## config.mk

```make
export PLATFORM = sky130hd
export DESIGN_NAME = spi_slave_regs
export DESIGN_NICKNAME = d
export VERILOG_FILES = /design/src/rtl/spi_slave_regs.sv
export SDC_FILE = /design/constraint.sdc
export NUM_CORES = 1
export LEC_CHECK = 0
export CAP_MARGIN = 20
export CORE_ASPECT_RATIO = 1.75
export CORE_MARGIN = 4
export CORE_UTILIZATION = 55
export CTS_CLUSTER_SIZE = 14
export DETAILED_ROUTE_END_ITERATION = 10
export PLACE_DENSITY = 0.82
export SLEW_MARGIN = 20
export SYNTH_ARGS = -nofsm -noshare
export SYNTH_HDL_FRONTEND = slang
export SYNTH_SLANG_ARGS = --single-unit
```

## constraint.sdc

```tcl
create_clock -name clk -period 5.11 [get_ports clk]
set_input_delay 0.7665 -clock clk [delete_from_list [all_inputs] [get_ports clk]]
set_output_delay 0.7665 -clock clk [all_outputs]
set_load 0.005 [all_outputs]
```

## src/rtl/spi_slave_regs.sv

```systemverilog
//------------------------------------------------------------------------------
// spi_slave_regs
//
// SPI (mode 0) slave register file. The SPI pins are oversampled in the system
// clock domain, and a command/data byte protocol is decoded:
//   byte 0    : command. bit7 = 1 write / 0 read, bits1:0 = start address.
//   bytes 1..N: data. The address advances after every data byte, modulo 4.
// Three 8-bit read/write control registers (addresses 0..2) are exposed on
// 'ctrl'. Address 3 is read-only and returns 'status_in'.
//
// Parameters:
//   CLK_PER_SCK_MIN : minimum clk/SCK ratio the design supports. It is used
//                     only by a simulation assertion on the SCK edge spacing.
//
// Ports:
//   clk          in   system clock
//   rst          in   asynchronous reset, active-low
//   spi_sck      in   serial clock, mode 0 (idle low)
//   spi_mosi     in   master out slave in, MSB first
//   spi_ss       in   slave select, active-low
//   spi_miso     out  master in slave out, always driven, 0 when not selected
//   status_in    in   value returned for register 3
//   ctrl         out  {reg2, reg1, reg0}
//   wr_stb       out  one-cycle pulse per completed data byte of a write frame
//   wr_addr      out  register address of that byte
//   wr_data      out  data byte
//   frame_active out  high while a frame is in progress
//------------------------------------------------------------------------------
module spi_slave_regs #(
  parameter int CLK_PER_SCK_MIN = 8
) (
  input  logic        clk,
  input  logic        rst,
  input  logic        spi_sck,
  input  logic        spi_mosi,
  input  logic        spi_ss,
  output logic        spi_miso,
  input  logic [7:0]  status_in,
  output logic [23:0] ctrl,
  output logic        wr_stb,
  output logic [1:0]  wr_addr,
  output logic [7:0]  wr_data,
  output logic        frame_active
);

  typedef enum logic [1:0] {
    IDLE = 2'd0,
    CMD  = 2'd1,
    DATA = 2'd2
  } state_t;

  // Minimum number of clk cycles between two detected SCK edges inside a frame.
  localparam logic [7:0] GAP_MIN = 8'(CLK_PER_SCK_MIN / 2);

  // Synchronizer chains: [0] and [1] are the two synchronizing flops, [2] is
  // the history flop used for edge detection.
  logic [2:0] r_sck_sync;
  logic [2:0] r_ss_sync;
  logic [1:0] r_mosi_sync;

  state_t     r_state;
  state_t     w_state_next;

  logic [2:0] r_bit_cnt;
  logic [1:0] r_addr;
  logic       r_is_write;
  logic [7:0] r_rx_sh;
  logic [7:0] r_tx_sh;
  logic       r_miso;

  logic       r_wr_stb;
  logic [1:0] r_wr_addr;
  logic [7:0] r_wr_data;

  logic [7:0] r_reg0;
  logic [7:0] r_reg1;
  logic [7:0] r_reg2;

  logic [7:0] r_sck_gap;

  logic       w_sck_rise;
  logic       w_sck_fall;
  logic       w_ss_rise;
  logic       w_ss_fall;
  logic       w_mosi;
  logic       w_in_frame;
  logic       w_sck_rise_act;
  logic       w_sck_fall_act;
  logic       w_byte_done;
  logic [7:0] w_rx_byte;
  logic [7:0] w_reg_sel;

  // Pin synchronization. Slave select idles high, so its chain resets to 1s;
  // that way reset release with the slave deselected never looks like an edge.
  always_ff @(posedge clk or negedge rst) begin
    if (!rst) begin
      r_sck_sync  <= 3'b000;
      r_ss_sync   <= 3'b111;
      r_mosi_sync <= 2'b00;
    end else begin
      r_sck_sync  <= {r_sck_sync[1:0], spi_sck};
      r_ss_sync   <= {r_ss_sync[1:0], spi_ss};
      r_mosi_sync <= {r_mosi_sync[0], spi_mosi};
    end
  end

  assign w_sck_rise = r_sck_sync[1] & ~r_sck_sync[2];
  assign w_sck_fall = ~r_sck_sync[1] & r_sck_sync[2];
  assign w_ss_rise  = r_ss_sync[1] & ~r_ss_sync[2];
  assign w_ss_fall  = ~r_ss_sync[1] & r_ss_sync[2];
  assign w_mosi     = r_mosi_sync[1];

  // SCK edges only count inside a frame, and a simultaneous slave-select rise
  // takes priority so the edge is dropped.
  assign w_in_frame     = (r_state != IDLE);
  assign w_sck_rise_act = w_in_frame & w_sck_rise & ~w_ss_rise;
  assign w_sck_fall_act = w_in_frame & w_sck_fall & ~w_ss_rise;
  assign w_byte_done    = w_sck_rise_act & (r_bit_cnt == 3'd7);
  assign w_rx_byte      = {r_rx_sh[6:0], w_mosi};

  // FSM state register.
  always_ff @(posedge clk or negedge rst) begin
    if (!rst) begin
      r_state <= IDLE;
    end else begin
      r_state <= w_state_next;
    end
  end

  // FSM next state: a slave-select rise returns to IDLE from anywhere; the
  // command byte completing moves CMD to DATA, where the frame then stays.
  always_comb begin
    w_state_next = r_state;
    case (r_state)
      IDLE: begin
        if (w_ss_fall && !w_ss_rise) begin
          w_state_next = CMD;
        end
      end
      CMD: begin
        if (w_ss_rise) begin
          w_state_next = IDLE;
        end else if (w_byte_done) begin
          w_state_next = DATA;
        end
      end
      DATA: begin
        if (w_ss_rise) begin
          w_state_next = IDLE;
        end
      end
      default: begin
        w_state_next = IDLE;
      end
    endcase
  end

  // Byte returned for the current address; address 3 reads the live status.
  always_comb begin
    w_reg_sel = status_in;
    case (r_addr)
      2'd0:    w_reg_sel = r_reg0;
      2'd1:    w_reg_sel = r_reg1;
      2'd2:    w_reg_sel = r_reg2;
      default: w_reg_sel = status_in;
    endcase
  end

  // Frame datapath: receive shifter, bit counter, address pointer, transmit
  // shifter and the write strobe. The address is advanced in the same cycle
  // the byte completes; the strobe carries the pre-increment address so the
  // register write one cycle later lands in the right place. The transmit
  // shifter reloads on the SCK fall that follows a completed byte, which is
  // after the address has already moved on, so each data byte returns the
  // addressed register before any write to it takes effect.
  always_ff @(posedge clk or negedge rst) begin
    if (!rst) begin
      r_bit_cnt  <= 3'd0;
      r_addr     <= 2'd0;
      r_is_write <= 1'b0;
      r_rx_sh    <= 8'd0;
      r_tx_sh    <= 8'd0;
      r_wr_stb   <= 1'b0;
      r_wr_addr  <= 2'd0;
      r_wr_data  <= 8'd0;
    end else begin
      r_wr_stb <= 1'b0;
      if (w_ss_rise) begin
        r_bit_cnt <= 3'd0;
        r_addr    <= 2'd0;
      end else if (!w_in_frame) begin
        if (w_ss_fall) begin
          r_tx_sh   <= status_in;
          r_bit_cnt <= 3'd0;
          r_addr    <= 2'd0;
        end
      end else if (w_sck_rise_act) begin
        r_rx_sh   <= w_rx_byte;
        r_bit_cnt <= r_bit_cnt + 3'd1;
        if (w_byte_done) begin
          if (r_state == CMD) begin
            r_is_write <= w_rx_byte[7];
            r_addr     <= w_rx_byte[1:0];
          end else begin
            if (r_is_write) begin
              r_wr_stb  <= 1'b1;
              r_wr_addr <= r_addr;
              r_wr_data <= w_rx_byte;
            end
            r_addr <= r_addr + 2'd1;
          end
        end
      end else if (w_sck_fall_act) begin
        if (r_bit_cnt == 3'd0) begin
          r_tx_sh <= w_reg_sel;
        end else begin
          r_tx_sh <= {r_tx_sh[6:0], 1'b0};
        end
      end
    end
  end

  // Register file update, one cycle after the strobe. Address 3 is read-only,
  // so a strobe there is reported but changes nothing.
  always_ff @(posedge clk or negedge rst) begin
    if (!rst) begin
      r_reg0 <= 8'd0;
      r_reg1 <= 8'd0;
      r_reg2 <= 8'd0;
    end else if (r_wr_stb) begin
      case (r_wr_addr)
        2'd0:    r_reg0 <= r_wr_data;
        2'd1:    r_reg1 <= r_wr_data;
        2'd2:    r_reg2 <= r_wr_data;
        default: begin
        end
      endcase
    end
  end

  // MISO is registered so it never glitches; it follows the transmit
  // shifter's MSB while selected and is forced low otherwise.
  always_ff @(posedge clk or negedge rst) begin
    if (!rst) begin
      r_miso <= 1'b0;
    end else begin
      r_miso <= w_in_frame ? r_tx_sh[7] : 1'b0;
    end
  end

  // Spacing monitor for SCK edges: counts clk cycles since the previous
  // detected edge (saturating) and flags edges arriving faster than the
  // synchronizer and transmit path can follow.
  always_ff @(posedge clk or negedge rst) begin
    if (!rst) begin
      r_sck_gap <= 8'hFF;
    end else begin
      if (w_sck_rise || w_sck_fall) begin
        r_sck_gap <= 8'd1;
        if (w_in_frame && !w_ss_rise) begin
          assert (r_sck_gap >= GAP_MIN);
        end
      end else if (r_sck_gap != 8'hFF) begin
        r_sck_gap <= r_sck_gap + 8'd1;
      end
    end
  end

  assign spi_miso     = r_miso;
  assign ctrl         = {r_reg2, r_reg1, r_reg0};
  assign wr_stb       = r_wr_stb;
  assign wr_addr      = r_wr_addr;
  assign wr_data      = r_wr_data;
  assign frame_active = w_in_frame;

endmodule
```

Word level (Yosys, flattened, before mapping)

Index checks and enable logic that the tools add are counted.

Register bits: 67
Latch bits: 0
RAM bits: 0
Memory bits (read-only): 0
Input port bits: 13
Output and inout bits: 37
Word-level logic and storage cells: 94
Memories: 0

$add $sub $neg: 2
Multiply operators: 0
Div/mod/pow operators: 0
$lt $le $gt $ge: 0
Equality and inequality tests: 14
Shifts and indexed selects: 0
Mux-type cells: 28
Bitwise logic cells: 15
Reduce and logical (&&, ||, !) cells: 19

Operator list:

| operator                                                               | count |
|---|---|
| 8-bit 2-to-1 mux                                                       | 5 |
| 8-bit one-hot mux with 3 select lines                                  | 1 |
| 2-bit 2-to-1 mux                                                       | 10 |
| 3-bit 2-to-1 mux                                                       | 4 |
| 1-bit AND                                                              | 9 |
| 3-bit AND reduction                                                    | 3 |
| 2-bit AND reduction                                                    | 4 |
| 1-bit 2-to-1 mux                                                       | 7 |
| 2-bit by 1-bit equality test with 1-bit output (second input constant) | 3 |
| 2-bit equality test (second input constant)                            | 3 |
| 2-bit logical NOT                                                      | 3 |
| 2-bit != test (second input constant)                                  | 3 |
| 3-bit by 2-bit != test with 1-bit output (second input constant)       | 2 |
| 1-bit NOT                                                              | 6 |
| 2-bit one-hot mux with 3 select lines                                  | 1 |
| 6-bit AND reduction                                                    | 1 |
| 5-bit AND reduction                                                    | 1 |
| 4-bit AND reduction                                                    | 1 |
| 2-bit nonzero test                                                     | 2 |
| 3-bit by 1-bit adder with 3-bit output (second input constant)         | 1 |
| 3-bit equality test (second input constant)                            | 1 |
| 3-bit logical NOT                                                      | 1 |
| 3-bit != test (second input constant)                                  | 1 |
| 3-bit nonzero test                                                     | 1 |
| other kinds (4)                                                        | 4 |

Depth between registers and ports, before layout

Gate-level depths: netlist of the first run.

Word-level depth: 9
Gate-level depth with buffers: 7
Depth with buffers taken out: 6

Worst setup path before layout of the first run

No wires, ideal clock.

Path type: register to register
From: register r_addr[0]
To: register r_tx_sh[7]
Setup time: 0.125 ns
Arrival: 1.542 ns
Required time: 4.985 ns
Slack: 3.443 ns
Cell stages (with the launch flop): 8
Path buffers: 1
Period minus slack after synthesis: 1.667 ns
Path through: dfrtp_1 inv_1 ha_1 clkbuf_1 a22oi_1 a2111oi_0 a221o_1 mux2_2

Word-level cells in the longest chain between the ends: 6
Elaborated cells between the ends (all ways): 8
Classes of those cells: eq/ne (2); mux (5); reduce/logical (1)

RTL lines:

| what                                        | line | text |
|---|---|---|
| start: declaration                          | 65   | `logic [1:0] r_addr;` |
| start signal: assignment                    | 203  | `r_addr <= w_rx_byte[1:0];` |
| start signal: assignment                    | 210  | `r_addr <= r_addr + 2'd1;` |
| 2-bit equality test (tied with other cells) | 161  | `case (r_addr)` |
| 8-bit one-hot mux with 3 select lines *     | 161  |  |
| 8-bit 2-to-1 mux *                          | 214  | `if (r_bit_cnt == 3'd0) begin` |
| 8-bit 2-to-1 mux *                          | 213  | `end else if (w_sck_fall_act) begin` |
| 8-bit 2-to-1 mux *                          | 197  | `end else if (w_sck_rise_act) begin` |
| 8-bit 2-to-1 mux *                          | 191  | `end else if (!w_in_frame) begin` |
| end signal: assignment                      | 193  | `r_tx_sh <= status_in;` |
| end signal: assignment                      | 215  | `r_tx_sh <= w_reg_sel;` |
| end signal: assignment                      | 217  | `r_tx_sh <= {r_tx_sh[6:0], 1'b0};` |
| end: declaration                            | 68   | `logic [7:0] r_tx_sh;` |

Mark *: on every way between the ends. The rest lies on a longest branch, timed or not. The select of a mux whose other input is x is not followed.
A chain may end at the register's enable or synchronous reset.

Worst setup path after layout of the first run

From: register r_state[1]
To: output port frame_active

Word-level cells in the longest chain between the ends: 1

RTL lines:

| what                     | line | text |
|---|---|---|
| start: declaration       | 61   | `state_t r_state;` |
| start signal: assignment | 126  | `r_state <= w_state_next;` |
| 2-bit nonzero test       | 115  | `assign w_in_frame = (r_state != IDLE);` |
| end: declaration         | 43   | `output logic frame_active` |

Every way passes these cells.

==> impl.org, run 1 <==
** Layout
- Total area of multi-input combinational cells :: 1210 um^2
- Final #Nets :: 287
- The area growth from synthesis to layout is 23.8%.
- Ant. Diodes :: 0
- After filler insertion, the fill cell instance count of the layout stands at 388.
- Share of post-route cells with drive strength above 1 :: 24.6%
- Sequential cell area in the final layout :: 1680 um^2

** Min path
- Beginning of the worst hold path :: r_mosi_sync[0]
- The worst hold path terminates at r_mosi_sync[1].
- Cell count of the worst hold path :: 0
- The worst hold path belongs to the class reg2reg.

** Detailed routing
- Via Count :: 1,971
- Drt initial violations :: 165
- Mean number of vias per cell :: 6.03
- The count of nets left with antenna violations once routing finished came out at 0.
- After detailed routing, the number of remaining DRC violations is 0.
- Total iterations of the first detailed-routing run :: 4
- Final wirelength :: 6420 um
- Dividing the detail-routed wire length by the instance count gives 19.6 um.

** Critical path
- STA puts the critical path data required time at 4340 ps.
- The worst register-to-register path has a depth of 4.
- R2r endpoint :: wr_data[1]
- Origin of the critical flop-to-flop path :: r_state[1]
- The worst setup path is launched from a flop.
- The worst setup path is of the reg2out kind.
- For flop-to-flop paths, the worst setup slack is 2590 ps.
- Maximum net fanout on the critical path :: 19
- STA classifies the critical path endpoint as an output port.
- Worst path arrival time :: 1820 ps

** Placement
- Count of buffers from port buffering :: 49
- Routability-driven placement finished with a final weighted congestion of 0.883.
- Half-perimeter wire length of the detailed placement result :: 4550 um
- Worst slack at placement :: 2640 ps

** STA
- In this run the tightest slew margin relative to its limit is 45.3%.
- Number of slew-limit violations in the final report :: 0
- Final setup skew :: 17.7 ps
- Highest clock rate :: 0.386 GHz
- Transition time of the tightest slew-check pin :: 815 ps
- The final hold violation count was 0.
- Setup TNS :: 0 ps
- Setup repair after global routing missed its margin :: false
- Number of setup violations in the final report :: 0
- After layout, the worst path uses 50.7% of the clock period.
- Once routing completed, OpenROAD measured the worst setup slack at 2520 ps.
- Final critical delay including setup and external delays :: 2590 ps

** Yosys
- Count of flip-flops with a built-in enable after synthesis :: 0
- Share of async-settable or async-resettable flops after synthesis :: 100%
- Area fraction of the dominant cell type after synthesis :: 54.0%
- Summing the sequential cell areas from Yosys gives 56.7% of the chip area.
- Largest cells by area after synthesis :: dfrtp_1, mux2_2, mux2_1, ha_1, dfstp_2
- Area fraction in compound gates after synthesis :: 10.7%
- Library cell occupying the most area in the post-synthesis netlist :: dfrtp_1
- During synthesis, Yosys emitted a total of 0 warnings.
- Counting flops and latches in the post-synthesis netlist gives 67.
- The most used flip-flop cell after synthesis is dfrtp_1.
- Area share of fa/ha/maj cells after synthesis :: 2.95%
- After Yosys synthesis, XOR and XNOR cells account for 0% of the synthesized area.
- Post-synthesis average cell area :: 13.9 um^2
- The synthesized netlist contains 35 unique library cells.
- Count of mapped cells out of synthesis :: 214
- Of the post-synthesis cell area, the part taken by muxes is 20.0%.
- Syn Std Cell Area :: 2970 um^2
- Ranked by instance count, the synthesized netlist is headed by dfrtp_1, mux2_2, nor2b_1, a21oi_1, mux2_1.
- After synthesis, the largest family of logic cells by area is multiplexers.
- Yosys instantiated no cell more often than dfrtp_1.
- Post-Synth Simple-Gate Area :: 7.13%
- The number of nets handed over by synthesis was 234.

** Die
- Core footprint :: 5260 um^2
- Site Rows :: 35
- Die width :: 63.5 um
- The initial utilization of the core area, before any placement, comes to 56.4%.
- The die covers 6680 um^2.
- For this design the top-level I/O count stands at 50.
- Height of the die :: 105 um

** Global route
- The first global-routing pass estimated 10,700 um of wire.
- The initial antenna violation count was 0.
- Overall Global Routing Usage :: 21.2%
- Entering global routing, the biggest net connects 68 pins.
- Grt met2 use :: 34.3%
- Vias in the first global route :: 2,104
- Met1 Track Usage GR :: 26.0%
- GR peak layer :: met2
- Total global routing overflow :: 0
- GR met3 Demand/Resource :: 6.24%

** Power and ir drop
- Worst IR drop on VDD :: 0.259 mV
- Power density relative to cell area :: 339 nW/um^2
- Static leakage power :: 1.65 nW

** Clock network
- Clock tree from TritonCTS :: done
- H-tree levels :: 3
- Clk root buf :: clkbuf_8
- Post-CTS Setup Repair Bufs :: 0
- Clock-pin slew was measured on the worst setup and hold paths at 70 ps.
- Gates resized, CTS repair :: 0
- Number of sinks on the clock net :: 67
- Hold_buf cts :: 0
- Maximum count of clock buffers along a single path :: 2
- TritonCTS created 9 clock buffers.
- The clock reaches the later pin of the worst-skew pair after 350 ps.

** Run
- Max Cap Viol :: 0

** Outcome
- The run finished with clean final reports.
==> state kept, by name, indices dropped and copies added, names as in the netlist <==
name and count:
r_reg0 8, r_reg1 8, r_reg2 8, r_tx_sh 8, wr_data 8, r_rx_sh 7
r_bit_cnt 3, r_sck_sync 3, r_ss_sync 3, r_addr 2, r_mosi_sync 2, r_state 2
wr_addr 2, r_is_write 1, spi_miso 1, wr_stb 1
==> cells in the final DEF (no fill, tap or decap), drive strengths merged <==
cell           instances
a222oi                 1
a22oi                  8
dfrtp                 64
nor3b                  1
nor4                   2
bufinv                 1
clkdlybuf4s50         48
inv                    7
mux2                  51
o311ai                 1
mux2i                  2
nand2                  2
nor2b                 11
a221o                  7
buf                    2
nor4b                  1
nand3                  1
a41oi                  1
and4                   1
clkbuf                10
ha                     7
a22o                   2
a21o                   1
o21ai                  3
nand2b                 4
a21oi                 10
a2111oi                7
dfstp                  3
nor2                   5
and2                   1
clkinv                 2
clkinvlp               3
nand3b                 2
==> kinds of logic (layout without fill, tap and decap cells) <==
kind of cell               Yosys count  count (layout)
DFF                                 67              67
muxes                               53              53
AOI/OAI and AO/OA                   41              41
and+or+nand+nor                     31              31
buffers and inverters               15              73
adders and majority gates            7               7
==> area by class of cell <==
class | instances | share of cell area, %
flip-flops and latches | 67 | 45.8
clock inverters | 6 | 1.81
multi-input cells | 132 | 32.9
well taps | 55 | 1.87
clock buffers | 10 | 3.48
repair buffers | 50 | 13.4
inverters | 7 | 0.716
==> worst max path at each step <==
stage	from	endpoint	slack, ps	cells past startpoint
6_report	r_state[1]	frame_active	2520	3
2_1_floorplan	r_addr[0]	r_tx_sh[7]	3440	7
5_1_grt	r_state[1]	frame_active	2410	3
3_3_place_gp	r_state[1]	wr_addr[0]	2710	4
3_5_place_dp	r_state[1]	wr_data[6]	2640	4
4_1_cts	r_state[1]	frame_active	2500	3
==> worst max-delay path: stages, from the launching register on <==
cell             delay (ps)
dfrtp_1                 490
nor2_4                  400
inv_2                   120
clkdlybuf4s50_1         470
==> power breakdown <==
group | total (W) | internal (W) | switching (W)
registers | 0.000641 | 0.000590 | 0.0000505
clock network | 0.000428 | 0.000225 | 0.000203
logic | 0.000175 | 0.0000882 | 0.0000872
total | 0.00124 | 0.000903 | 0.000340
==> metal layers <==
metal	vias to the layer above	part of all wire (%)
met5	-	0
met2	50	53
met1	1010	41
li1	899	-
met3	12	4.0
met4	0	1.7
==> through the flow <==
stage               area (um^2)  utilization, %  hold WS [ps]  instances  total power, W
global placement           3480            66.2           333        311        0.000822
global route               3670            69.9           371        327         0.00130
detailed placement         3480            66.2           335        311        0.000829
CTS                        3670            69.9           351        327         0.00125
finish                     3670            69.9           350        327         0.00124
floorplan                  2970               -           331        214        0.000753
Note: power is estimated with default switching activity, not from simulation.
==> run 2, diff against run 1 <==
- CORE_UTILIZATION: 55 -> 47
- PLACE_DENSITY: 0.82 -> 0.75
- clock period: 5.11 -> 2.12 ns (I/O delays scaled with it)
==> impl.org, run 2 (synthesis gave the netlist of run 1 again) <==
** Critical path
- Crit path launch type :: flop
- CP Data Required Time :: 2350 ps (-1990 ps)
- Type of element capturing the critical path :: flop
- Worst path arrival time :: 2140 ps (+320 ps)
- Maximum net fanout on the critical path :: 11 (-8)
- The worst setup path is of the reg2reg kind.

** Power and ir drop
- The leakage power was 1.71 nW (+3.3%).
- Power density relative to cell area :: 797 nW/um^2 (+140%)
- The peak supply drop came to 0.599 mV (+130%).

** Layout
- The final design utilization came to 61.1% (-8.7 points).
- Ant. Diodes :: 0 (unchanged)
- The area growth from synthesis to layout is 27.4%.
- Leaving out fill and tap cells, the most frequent cell in the layout is dfrtp_1.
- Fillers :: 495 (+28%)
- The number of nets at the end of the flow is 295 (+2.8%).
- Most frequent cells in the layout :: dfrtp_1, clkdlybuf4s50_1, mux2_2
- The fraction of final layout cells sized beyond drive strength 1 came to 26.4% (+1.8 points).

** Global route
- The largest net degree at the start of global routing was 43 (-37%).
- Global-route wire length before repair :: 10,800 um (+0.45%)
- Number of antenna violations at the first check in global routing :: 0 (unchanged)
- The overall track demand over capacity in global routing was 18.9% (-2.2 points).
- The final global-route overflow total came to 0 (unchanged).
- Vias in the first global route :: 2,120 (+0.76%)

** Die
- The standard cell core area came to 6180 um^2 (+18%).
- The total number of placement rows was 38 (+8.6%).
- Height of the die :: 113 um (+7.6%)
- Starting density of the core :: 48.0% (-8.5 points)
- The number of top-level design ports is 50 (unchanged).
- Die width :: 68.0 um (+7.1%)
- Die ar. :: 7690 um^2 (+15%)

** STA
- Final setup skew :: 12.0 ps (-5.71 ps)
- The worst path needs 1920 ps of the cycle, external delays included.
- The summed negative setup slack over all endpoints came to 0 ps (unchanged).
- Highest clock rate :: 0.522 GHz
- The final count of negative-setup-slack endpoints was 0 (unchanged).
- Setup repair after global routing missed its margin :: false
- The final worst setup slack was 203 ps (-2320 ps).
- Share of the cycle needed by the critical path after routing :: 90.4%
- Headroom to the max-slew limit :: 61.5% (+16 points)
- The count of final max-slew check failures came to 0 (unchanged).
- Transition time of the tightest slew-check pin :: 577 ps (-238 ps)
- The final hold violation count is 0 (unchanged).

** Clock network
- The maximum level of the CTS H-tree was 3 (unchanged).
- TritonCTS built the clock tree.
- Number of sinks on the clock net :: 67 (unchanged)
- The total clock buffers created by CTS was 9 (unchanged).
- Gates resized, CTS repair :: 0 (unchanged)
- The tree is rooted in a clkbuf_8.
- The latest clock arrival within the worst-skew pair came to 350 ps (about the same).
- Maximum count of clock buffers along a single path :: 2 (unchanged)
- The clock-pin slew on the worst setup and hold paths is 60 ps (about the same).

** Placement
- Placer's final routability congestion estimate :: 0.858 (-2.9%)
- The half-perimeter wire length of the detailed placement result was 4730 um (+3.8%).
- Worst slack at placement :: 232 ps (-2410 ps)
- The total of buffers placed on input and output ports came to 49 (unchanged).

** Detailed routing
- The post-route DRC violation count is 0 (unchanged).
- The number of vias per cell was 5.53 (-8.2%).
- The total number of vias came to 1,991 (+1.0%).
- Drt initial violations :: 193 (+17%)
- Total iterations of the first detailed-routing run :: 4 (unchanged)
- The remaining antenna violation count was 0 (unchanged).
- The post-detailed-routing wire length is 6470 um (+0.79%).
- The average wire per cell in the routed design is 18.0 um (-8.4%).

** Outcome
- Status :: finished clean

** Min path
- Type of the most critical hold path :: reg2reg

** Run
- Max Cap Viol :: 0 (unchanged)
run 2: cell count changes in the layout (fill, tap and decap cells not counted), sizes merged:
cell and delta:
dlygate4sd3 +1, clkinv +1, clkbuf +1, clkinvlp -2, buf +7
run 2: cell type report:
type / count / area (um^2) / area share, %
Clock buffer: 11 / 141 / 3.74
Tap cell: 80 / 100 / 2.65
Clock inverter: 5 / 52.6 / 1.39
Sequential cell: 67 / 1680 / 44.5
Inverter: 7 / 26.3 / 0.695
Multi-Input combinational cell: 132 / 1210 / 32.0
Timing Repair Buffer: 58 / 568 / 15.0
run 2: final timing paths:
kind                       cells after the start  slack, ps          start             to
setup / recovery                               6        200     r_state[1]     wr_addr[0]
hold / removal                                 0        350  r_sck_sync[0]  r_sck_sync[1]
setup reg to reg                               6        200     r_state[1]     wr_addr[0]
hold reg to reg                                0        350  r_sck_sync[0]  r_sck_sync[1]
max in group asynchronous                      3       1000            rst     wr_data[5]
min in group asynchronous                      2        510            rst     r_state[0]
run 2: metal layers:
metal  share of wire, %  global-route usage [%]  vias to the layer above
li1                   -                       -                      926
met1                 42                    23.4                     1000
met2                 51                    30.0                       52
met3                4.2                    5.36                       13
met4                2.6                    8.90                        0
met5                  0                       0                        -
run 2: power breakdown:
part | switching (W) | leakage (nW) | internal, W | total (W)
Clock | 0.000468 | 0.0991 | 0.000569 | 0.00104
Combinational | 0.000211 | 0.719 | 0.000229 | 0.000440
Sequential | 0.000110 | 0.891 | 0.00142 | 0.00153
run 2: worst max-delay path, stage by stage, from the launching register on:
cell     delay (ps)
dfrtp_1         520
nor2_4           70
buf_4           160
nor4_4          270
and4_1          220
buf_4           200
mux2_2          350
run 2: metrics by stage:
step           instances  total power [W]  hold slack [ps]  area, um^2
3_5_place_dp         341          0.00199              340        3560
6_report             360          0.00301              350        3780
5_1_grt              360          0.00315              360        3780
3_3_place_gp         341          0.00197              332        3560
4_1_cts              360          0.00304              354        3780
2_1_floorplan        214          0.00181             22.4        2970
run 2: what timing repair did:
action / CTS / global route
buffers inserted: 2 / 0
endpoints found under the hold margin: 22 / 0
endpoints found under the setup margin: 1 / 0
hold buffers: 1 / 0
==> run 3, diff against run 2 <==
- ABC_AREA: default -> 0
==> results of run 3 <==
Same layout as run 2: the final DEF is identical, and so are final timing and power.
